[config.mk]
export PLATFORM = sky130hd
export DESIGN_NAME = ram_port_arbiter
export DESIGN_NICKNAME = d
export VERILOG_FILES = /design/src/rtl/ram_arb_pkg.sv /design/src/rtl/starve_counter.sv /design/src/rtl/ram_port_arbiter.sv
export SDC_FILE = /design/constraint.sdc
export NUM_CORES = 1
export LEC_CHECK = 0
export BUFFER_PORTS_ARGS = -buffer_cell sky130_fd_sc_hd__buf_2
export CAP_MARGIN = 30
export CORE_MARGIN = 3
export CORE_UTILIZATION = 30
export CTS_CLUSTER_SIZE = 16
export DETAILED_ROUTE_END_ITERATION = 7
export GPL_ROUTABILITY_DRIVEN = 0
export PLACE_DENSITY = 0.87
export SETUP_SLACK_MARGIN = 0.15
export SLEW_MARGIN = 20
export SYNTH_ARGS = -nofsm -noshare
export SYNTH_HDL_FRONTEND = slang
export SYNTH_SLANG_ARGS = --single-unit
[constraint.sdc]
create_clock -name CLK_50 -period 2.6 [get_ports CLK_50]
set_clock_uncertainty 0.2 [all_clocks]
set_input_delay 0.13 -clock CLK_50 [delete_from_list [all_inputs] [get_ports CLK_50]]
set_output_delay 0.13 -clock CLK_50 [all_outputs]
set_load 0.02 [all_outputs]
[src/rtl/ram_arb_pkg.sv]
// Shared types and default geometry for the video RAM, its arbiter and the VGA fetch.
package ram_arb_pkg;

  localparam int unsigned RAM_ADDR_W        = 15;
  localparam int unsigned RAM_DATA_W        = 16;
  localparam int unsigned RAM_SCREEN_OFFSET = 16384;

  typedef enum logic [1:0] {
    OWN_NONE,
    OWN_CPU,
    OWN_VGA
  } owner_t;

  typedef enum logic {
    NORMAL,
    BOOST
  } mode_t;

endpackage

[src/rtl/starve_counter.sv]
// Counts consecutive denied CPU cycles and raises cpu_boost once the limit is reached,
// so the arbiter can force a CPU slot against continuous VGA traffic.
module starve_counter
  import ram_arb_pkg::*;
#(
  parameter int unsigned STARVE_LIMIT = 4,
  parameter int unsigned CNT_W        = (STARVE_LIMIT < 1) ? 1 : $clog2(STARVE_LIMIT + 1)
) (
  input  logic i_clk,
  input  logic i_rst_n,
  input  logic i_cpu_req,
  input  logic i_cpu_gnt,
  output logic o_cpu_boost
);

  localparam logic [CNT_W-1:0] LP_LIMIT = CNT_W'(STARVE_LIMIT);

  logic [CNT_W-1:0] r_count;
  logic [CNT_W-1:0] w_count_next;
  mode_t            r_mode;
  mode_t            w_mode_next;

  always_comb begin
    w_count_next = r_count;
    if (!i_cpu_req || i_cpu_gnt) begin
      w_count_next = '0;
    end else if (r_count != LP_LIMIT) begin
      w_count_next = r_count + 1'b1;
    end
  end

  always_ff @(posedge i_clk) begin
    if (!i_rst_n) begin
      r_count <= '0;
    end else begin
      r_count <= w_count_next;
    end
  end

  always_ff @(posedge i_clk) begin
    if (!i_rst_n) begin
      r_mode <= NORMAL;
    end else begin
      r_mode <= w_mode_next;
    end
  end

  // Mode tracks the registered count: BOOST exactly while the count sits at the limit.
  always_comb begin
    w_mode_next = r_mode;
    case (r_mode)
      NORMAL:  if (w_count_next == LP_LIMIT) w_mode_next = BOOST;
      BOOST:   if (w_count_next != LP_LIMIT) w_mode_next = NORMAL;
      default: w_mode_next = NORMAL;
    endcase
  end

  always_comb begin
    o_cpu_boost = (r_mode == BOOST);
  end

endmodule

[src/rtl/ram_port_arbiter.sv]
// Single-port video RAM arbiter: VGA has priority, the CPU is guaranteed a slot after
// STARVE_LIMIT denied cycles; read data is steered back to whichever side issued the read.
module ram_port_arbiter
  import ram_arb_pkg::*;
#(
  parameter int unsigned ADDR_W        = RAM_ADDR_W,
  parameter int unsigned DATA_W        = RAM_DATA_W,
  parameter int unsigned SCREEN_OFFSET = RAM_SCREEN_OFFSET,
  parameter int unsigned STARVE_LIMIT  = 4
) (
  input  logic              CLK_50,
  input  logic              RESET_N,
  input  logic              cpu_req,
  input  logic              cpu_we,
  input  logic [ADDR_W-1:0] cpu_addr,
  input  logic [DATA_W-1:0] cpu_wdata,
  output logic              cpu_gnt,
  output logic              cpu_rvalid,
  output logic [DATA_W-1:0] cpu_rdata,
  input  logic              vga_req,
  input  logic [ADDR_W-2:0] vga_addr,
  output logic              vga_gnt,
  output logic              vga_rvalid,
  output logic [DATA_W-1:0] vga_rdata,
  output logic [ADDR_W-1:0] ram_addr,
  output logic              ram_we,
  output logic [DATA_W-1:0] ram_wdata,
  input  logic [DATA_W-1:0] ram_rdata
);

  localparam logic [ADDR_W-1:0] LP_OFFSET = ADDR_W'(SCREEN_OFFSET);

  logic              w_boost;
  logic              w_cpu_win;
  logic              w_vga_win;
  logic [ADDR_W-1:0] w_vga_ram_addr;
  owner_t            r_owner;
  owner_t            w_owner_next;

  starve_counter #(
    .STARVE_LIMIT(STARVE_LIMIT)
  ) u_starve (
    .i_clk      (CLK_50),
    .i_rst_n    (RESET_N),
    .i_cpu_req  (cpu_req),
    .i_cpu_gnt  (w_cpu_win),
    .o_cpu_boost(w_boost)
  );

  // Screen window translation wraps modulo 2**ADDR_W.
  assign w_vga_ram_addr = LP_OFFSET + ADDR_W'(vga_addr);

  always_comb begin
    w_cpu_win = RESET_N && cpu_req && (w_boost || !vga_req);
    w_vga_win = RESET_N && vga_req && !w_cpu_win;
  end

  assign cpu_gnt = w_cpu_win;
  assign vga_gnt = w_vga_win;

  always_comb begin
    ram_addr  = '0;
    ram_we    = 1'b0;
    ram_wdata = '0;
    if (w_cpu_win) begin
      ram_addr  = cpu_addr;
      ram_we    = cpu_we;
      ram_wdata = cpu_wdata;
    end else if (w_vga_win) begin
      ram_addr  = w_vga_ram_addr;
    end
  end

  always_comb begin
    w_owner_next = OWN_NONE;
    if (w_cpu_win && !cpu_we) begin
      w_owner_next = OWN_CPU;
    end else if (w_vga_win) begin
      w_owner_next = OWN_VGA;
    end
  end

  always_ff @(posedge CLK_50) begin
    if (!RESET_N) begin
      r_owner <= OWN_NONE;
    end else begin
      r_owner <= w_owner_next;
    end
  end

  assign cpu_rvalid = (r_owner == OWN_CPU);
  assign vga_rvalid = (r_owner == OWN_VGA);
  assign cpu_rdata  = ram_rdata;
  assign vga_rdata  = ram_rdata;

endmodule

# After elaboration in Yosys (flattened, before gate mapping)
# Cells that the tools add are included.
op_classes:
  n_addsub: 2
  n_eq_ne: 5
  n_mux: 11
  bitwise: 2
  reduce_logical: 12
ops:
  columns: ["operator", "count"]
  rows:
  - ["15-bit two-way mux", 2]
  - ["16-bit two-way mux", 1]
  - ["15-bit by 14-bit adder with 15-bit output (first input constant)", 1]
  - ["3-bit two-way mux", 2]
  - ["3-bit != test (second input constant)", 2]
  - ["1-bit logical AND", 5]
  - ["1-bit logical NOT", 4]
  - ["1-bit two-way mux", 4]
  - ["3-bit by 1-bit adder with 3-bit output (second input constant)", 1]
  - ["3-bit equality test (second input constant)", 1]
  - ["2-bit by 1-bit equality test with 1-bit output (second input constant)", 1]
  - ["2-bit equality test (second input constant)", 1]
  - ["1-bit logical OR", 2]
  - ["2-bit two-way mux", 1]
  - ["1-bit inverter", 2]
  - ["1-bit one-hot mux with 2 select lines", 1]
  - ["2-bit OR reduction", 1]
word_totals:
  register_bits: 6
  inputBits: 66

# Depth between registers and ports, before layout
# Gate-level depths: netlist (run 1).
logic_depth:
  depth_word: 8
  mapped_depth: 5

# Hierarchy
# From an unflattened synthesis (run 1), not the netlist that was laid out.
hier_totals:
  cells_unflattened: 139
  hier_area_um2: 1104.8
by_module_without_submodules:
  columns: ["module", "instances", "cells_per_inst", "area_per_inst_um2"]
  rows:
  - ["ram_port_arbiter", 1, 117, 905.9]
  - ["starve_counter", 1, 22, 198.9]

# Worst setup path before layout (run 1)
# OpenSTA, ideal clock, no wires.
synth_timing:
  kind: "register to register"
  start: "reg u_starve.r_count[0]"
  end: "reg u_starve.r_mode (netlist: u_starve.o_cpu_boost)"
  setup_time_ns: 0.091
  t_arrival_ns: 1.119
  setup_slack_ns: 1.190
  stages_incl_launch_ff: 6
  period_less_slack_ns: 1.410
  path_cell_list: "dfxtp_1 inv_1 ha_1 a21oi_1 a32oi_1 a311oi_1"
synth_via:
  elab_chain_len: 6
  word_cells_on_any_way: 9
synth_lines:
  columns: ["element", "line", "source"]
  rows:
  - ["start: declaration", "starve_counter.sv:18", "logic [CNT_W-1:0] r_count;"]
  - ["start signal: assignment", "starve_counter.sv:36", "r_count <= w_count_next;"]
  - ["3-bit by 1-bit adder with 3-bit output or 3-bit != test (tied branches)", "starve_counter.sv:28, starve_counter.sv:27", null]
  - ["3-bit two-way mux (*)", "starve_counter.sv:27", "end else if (r_count != LP_LIMIT) begin"]
  - ["3-bit two-way mux (*)", "starve_counter.sv:25", "if (!i_cpu_req || i_cpu_gnt) begin"]
  - ["3-bit != test or 3-bit equality test (tied branches)", "starve_counter.sv:53, starve_counter.sv:52", null]
  - ["1-bit two-way mux (on tied branches)", "starve_counter.sv:53, starve_counter.sv:52", null]
  - ["1-bit one-hot mux with 2 select lines (*)", "starve_counter.sv:51", "case (r_mode)"]
  - ["end signal: assignment", "starve_counter.sv:44", "r_mode <= w_mode_next;"]
  - ["end: declaration", "starve_counter.sv:20", "mode_t r_mode;"]
# Every way passes the cells marked *; elsewhere a longest branch is shown, timed or not.
# A chain may end at the register's enable or synchronous reset.

# Final worst setup path (run 1)
layout_timing:
  start: "in cpu_req"
  end: "out ram_addr[9]"
layout_via:
  elab_chain_len: 6
layout_lines:
  columns: ["element", "line", "source"]
  rows:
  - ["start: declaration", "ram_port_arbiter.sv:13", "input logic cpu_req,"]
  - ["1-bit logical AND (*) (2 in series)", "ram_port_arbiter.sv:54", "w_cpu_win = RESET_N && cpu_req && (w_boost || !vga_req);"]
  - ["1-bit logical NOT", "ram_port_arbiter.sv:55", "w_vga_win = RESET_N && vga_req && !w_cpu_win;"]
  - ["1-bit logical AND", "ram_port_arbiter.sv:55", null]
  - ["15-bit two-way mux", "ram_port_arbiter.sv:69", "end else if (w_vga_win) begin"]
  - ["15-bit two-way mux (*)", "ram_port_arbiter.sv:65", "if (w_cpu_win) begin"]
  - ["end: declaration", "ram_port_arbiter.sv:25", "output logic [ADDR_W-1:0] ram_addr,"]
# Marks and branches as above.

==> results.cfg, run 1 <==
[outcome]
outcome = completed

[global_route]
grt-ovfl-total = 0
antenna_found_initial = 0
grt_use_total = 0.117
grt_pass1_wl_um = 3110
grt_pass1_vias = 714
grt_max_degree = 34

[critical_path]
crit_required_ns = 2.27
start_kind = input pin
critPathMaxFanout = 16
path_class = input pin to output pin
worst_ep_arrival_time_ns = 1.77
worst_setup_path_end_kind = output pin

[layout]
nFillCells = 279
layout_common_cells = 85 x buf_2, 17 x and2_1, 13 x a22o_1
layout-drive-gt1-share = 0.586
multi_input_area_sq_um = 402
diodes = 0
final_util = 0.415
layout_commonest_cell = buf_2
seq_area_sq_um = 120
area_growth_pct = 27.3
fin_nets = 227

[die]
core-area_sq_mm = 0.00254
rows = 18
die_w_um = 58.6
io_pins = 134
initial_core_util = 0.326
die_h_um = 58.6
die_area_sq_mm = 0.00344

[sta]
setup_viol = 0
rsz0062_at_grt = no
hold_violations = 0
max_freq_mhz = 477
max-slew-margin-rel = 0.542
fin_crit_ns = 2.10
finalCritPeriodShare = 0.806
final-max-slew-violation-count = 0
tns_ns = 0
worst_pin_slew_ns = 0.687

[yosys]
ys_seq_elements = 6
synth_compound_area_frac = 0.241
synth-seq-area-share = 0.145
synth_adder_area_share = 0.0301
synth-xor-area-share = 0.0105
syn_inst = 102
synthSimpleGateAreaFrac = 0.202
syn_nets = 170
synth_cell_types = 24
yosys.area.top_type = buf_4
syn_area_sq_um = 831
synth_area_leaders = buf_4 29%, dfxtp_1 14%, a22o_1 14%
synth_top_area_share = 0.289
synth_top_family_by_area = buffers and inverters
postSynthAreaPerCell_sq_um = 8.15
muxShareOfSynthArea = 0
yosysWarnings = 0

[clocking]
tritoncts = done
cts_sinks = 6
clockBufferDepth = 2
clock_latency_ns = 0.25
path_clk_slew_ns = 0.05
cts-root-buf = clkbuf_4
cts_buffers = 3
ctsHtreeMaxLevel = 1

[detailed_routing]
drt-initial-drc-count = 35
first_pass_iters = 4
wl_per_cell_um = 12.6
antenna_left = 0
viasPerCell = 4.66
drc = 0
drt_wl_total_um = 2360
vias = 872

[pwr]
leakage_nw = 0.633
power.density_mw_per_mm2 = 301
peakVddDrop_v = 0.000231

[placement]
io_buffers = 85
dp_hpwl_um = 2000

[hold_path]
hold_class = input pin to flop

[flow_run]
timing.max_cap.violations = 0
==> routing by layer <==
metal  wire [um]  global-route usage  up-vias
met5           0                   0        -
met4          13              0.0324        0
met3         393              0.0614        2
met2        1230               0.241       69
met1         722              0.0926      378
li1            -                   -      423
==> logic make-up (layout without fill, tap and decap cells) <==
kind of cell	after synthesis	after routing
XOR/XNOR	1	1
buffers and inverters	40	95
adder cells (fa/ha/maj)	2	2
AO/OA/AOI/OAI	23	23
flip-flops	6	6
AND/OR/NAND/NOR	30	30
==> cell type report <==
type | instances | share of cell area
Inverter | 4 | 0.0189
Tap cell | 30 | 0.0355
Timing Repair Buffer | 88 | 0.431
Sequential cell | 6 | 0.114
Multi-Input combinational cell | 56 | 0.380
Clock buffer | 3 | 0.0213
==> worst paths after layout <==
check / end / startpoint / slack, ns / cells past startpoint
worst min-delay path: r_owner[0] / vga_req / 0.01 / 3
worst max register to register: u_starve.o_cpu_boost / u_starve.r_count[0] / 1.11 / 5
worst min register to register: u_starve.r_count[1] / u_starve.r_count[1] / 0.32 / 2
worst max-delay path: ram_addr[9] / cpu_req / 0.50 / 5
==> worst max-delay path, stage by stage <==
cell           delay [ns]
dlygate4sd3_1        0.53
buf_2                0.15
a21oi_2              0.57
a22o_1               0.22
buf_2                0.16
==> repair_timing <==
| item | in CTS | in global routing |
|---|---|---|
| endpoints found under the hold margin | 3 | 0 |
| gates resized for setup | 0 | 0 |
| buffers inserted | 0 | 0 |
| hold buffers | 3 | 0 |
==> power by group <==
group          internal (mW)  leakage (nW)  switching, mW
combinational         0.0635         0.570         0.0682
clock                 0.0525        0.0138         0.0377
sequential            0.0943        0.0488        0.00150
==> stage by stage <==
step | hold slack, ns | setup slack [ns] | cells | cell area (sq um) | total power [mW]
after CTS | 0.00832 | 0.500 | 187 | 1060 | 0.323
after global routing | 0.0157 | 0.377 | 187 | 1060 | 0.338
final | 0.0148 | 0.503 | 187 | 1060 | 0.318
after floorplan | 0.00238 | 1.19 | 102 | 831 | 0.242
after global placement | 0.0602 | 1.06 | 181 | 1000 | 0.226
after detailed placement | 0.0602 | 1.04 | 181 | 1000 | 0.227
==> registers in the layout, indices dropped and copies added, names as in the netlist <==
| register | flops |
|---|---|
| r_owner | 2 |
| u_starve.o_cpu_boost | 1 |
| u_starve.r_count | 3 |
==> cell usage after synthesis <==
master	n
buf_6	3
nor2b_1	2
nand3b_1	1
a32oi_1	1
xnor2_1	1
inv_1	3
o21ai_0	1
buf_4	32
buf_8	1
a21o_1	1
dfxtp_1	6
a21o_4	1
ha_1	2
nand3_1	1
a311oi_1	1
a21oi_1	3
and2_1	17
nand2_1	4
a22o_1	13
nand4_1	1
a22o_4	1
inv_6	1
a21oi_2	1
nor2_1	4
Note: power is estimated with default switching activity, not from simulation.
==> run 2: changes to the inputs <==
--- a/config.mk
+++ b/config.mk
@@ -8,11 +8,11 @@
 export BUFFER_PORTS_ARGS = -buffer_cell sky130_fd_sc_hd__buf_2
 export CAP_MARGIN = 30
 export CORE_MARGIN = 3
-export CORE_UTILIZATION = 30
+export CORE_UTILIZATION = 28
 export CTS_CLUSTER_SIZE = 16
 export DETAILED_ROUTE_END_ITERATION = 7
 export GPL_ROUTABILITY_DRIVEN = 0
-export PLACE_DENSITY = 0.87
+export PLACE_DENSITY = 0.82
 export SETUP_SLACK_MARGIN = 0.15
 export SLEW_MARGIN = 20
 export SYNTH_ARGS = -nofsm -noshare
==> constraint.sdc (replaced) <==
create_clock -name CLK_50 -period 2.07 [get_ports CLK_50]
set_clock_uncertainty 0.2 [all_clocks]
set_input_delay 0.1035 -clock CLK_50 [delete_from_list [all_inputs] [get_ports CLK_50]]
set_output_delay 0.1035 -clock CLK_50 [all_outputs]
set_load 0.02 [all_outputs]
==> run 2 against run 1 <==
Total power up 25%. Highest routed layer unchanged. Core utilization decreased by 3.1 points. Register-to-register slack got worse by 0.61 ns. Cell count rose by 1.1%. Count of clock-buffer cells in the layout stayed put. Critical path type is now flop to output pin. Via count shrank 1.0%. Clock power is 20% higher. Setup slack worse by 0.22 ns. Global-route usage rose by 0.30 points.
==> results.cfg, run 2 (same netlist as run 1, synthesis figures left out) <==
[outcome]
outcome = completed

[pwr]
total_switching_power_mw = 0.132
clockPowerShare = 0.274
power.density_mw_per_mm2 = 371
combPwrFrac = 0.422
peakVddDrop_v = 0.000229
leakage_nw = 0.639
swShare = 0.333
intPower_mw = 0.265
pwr-share-seq = 0.304

[clocking]
path_clk_slew_ns = 0.04
cts_buffers = 3
clockBufferDepth = 2
tritoncts = done
cts-root-buf = clkbuf_4
ctsHtreeMaxLevel = 1
cts_sinks = 6
clock_latency_ns = 0.25
cts_resized = 0

[detailed_routing]
drt_wl_total_um = 2540
wl_per_cell_um = 13.4
drc = 0
vias = 863
antenna_left = 0
viasPerCell = 4.57
first_pass_iters = 4
drt-initial-drc-count = 31

[global_route]
grt_max_degree = 34
grt_use_total = 0.120
antenna_found_initial = 0
grt_pass1_vias = 750
grt_pass1_wl_um = 3300
grt-ovfl-total = 0

[die]
initial_core_util = 0.299
die_h_um = 60.5
rows = 19
die_w_um = 60.5
io_pins = 134
core-area_sq_mm = 0.00278
die_area_sq_mm = 0.00366

[sta]
finalCritPeriodShare = 0.865
tns_ns = 0
max-slew-margin-rel = 0.558
fin_crit_ns = 1.79
setup_viol = 0
worst_pin_slew_ns = 0.663
max_freq_mhz = 559
hold_violations = 0
rsz0062_at_grt = no
final-max-slew-violation-count = 0

[critical_path]
path_class = flop to output pin
start_kind = flop
worst_ep_arrival_time_ns = 1.49
worst_setup_path_end_kind = output pin
crit_required_ns = 1.77
critPathMaxFanout = 16

[hold_path]
hold_class = input pin to output pin

[layout]
finalNonFillerCells = 189
layout_commonest_cell = buf_2
area_growth_pct = 28.6
regMostFlops = u_starve.r_count
layout_common_cells = 85 x buf_2, 17 x and2_1, 13 x a22o_1
layout-drive-gt1-share = 0.582
diodes = 0
largest_register_ff_count = 3
fin_nets = 228

[flow_run]
timing.max_cap.violations = 0

[placement]
dp_hpwl_um = 2060
io_buffers = 85
dp.cells = 182
==> run 2: cell count changes in the layout (fill, tap and decap cells not counted) <==
cell / change
dlygate4sd3_1: +1
==> run 2: worst max-delay path, stage by stage (launching register included) <==
cell and delay (ns):
dfxtp_1 0.32, a21oi_2 0.53, a22o_1 0.22, buf_2 0.16
==> run 2: layout make-up <==
cell class	count	area, sq um
Timing Repair Buffer	89	465
Tap cell	31	38.8
Clock buffer	3	22.5
Fill cell	282	1710
Sequential cell	6	120
Multi-Input combinational cell	56	402
Inverter	4	20.0
==> run 2: through the flow <==
stage	setup slack [ns]	util	hold WS, ns	instance area, sq um	power, mW
global placement	0.561	0.362	0.00721	1010	0.284
global route	0.178	0.384	0.00704	1070	0.424
floorplan	0.660	-	-0.0241	831	0.304
detailed placement	0.525	0.362	0.00721	1010	0.286
CTS	0.264	0.384	0.00721	1070	0.403
finish	0.280	0.384	0.00701	1070	0.397
==> run 2: path summary, 6_finish.rpt <==
path                         from                  end  slack, ns  depth (start not counted)
max          u_starve.o_cpu_boost          ram_addr[9]       0.28                          3
max reg2reg  u_starve.o_cpu_boost           r_owner[0]       0.50                          4
min                  ram_rdata[0]         cpu_rdata[0]      0.007                          0
min reg2reg   u_starve.r_count[1]  u_starve.r_count[1]       0.32                          2
==> run 2: what timing repair did <==
action	in CTS	in global routing
endpoints found under the setup margin	0	0
endpoints found under the hold margin	3	0
hold buffers	4	0
setup buffers	0	0
==> run 2: power by group through the flow <==
| stage | sequential, mW | clock [mW] | combinational [mW] |
|---|---|---|---|
| after floorplan | 0.122 | 0 | 0.182 |
| after global placement | 0.123 | 0 | 0.162 |
| after detailed placement | 0.123 | 0 | 0.163 |
| after CTS | 0.120 | 0.114 | 0.169 |
| after global routing | 0.121 | 0.121 | 0.183 |
| final | 0.121 | 0.108 | 0.168 |
==> run 2: routing by layer <==
metal  GRT usage  vias to the layer above  part of all wire
li1            -                      425                 -
met1      0.0902                      363              0.29
met2       0.241                       57              0.50
met3      0.0574                       18              0.18
met4      0.0681                        0             0.032
met5           0                        -                 0
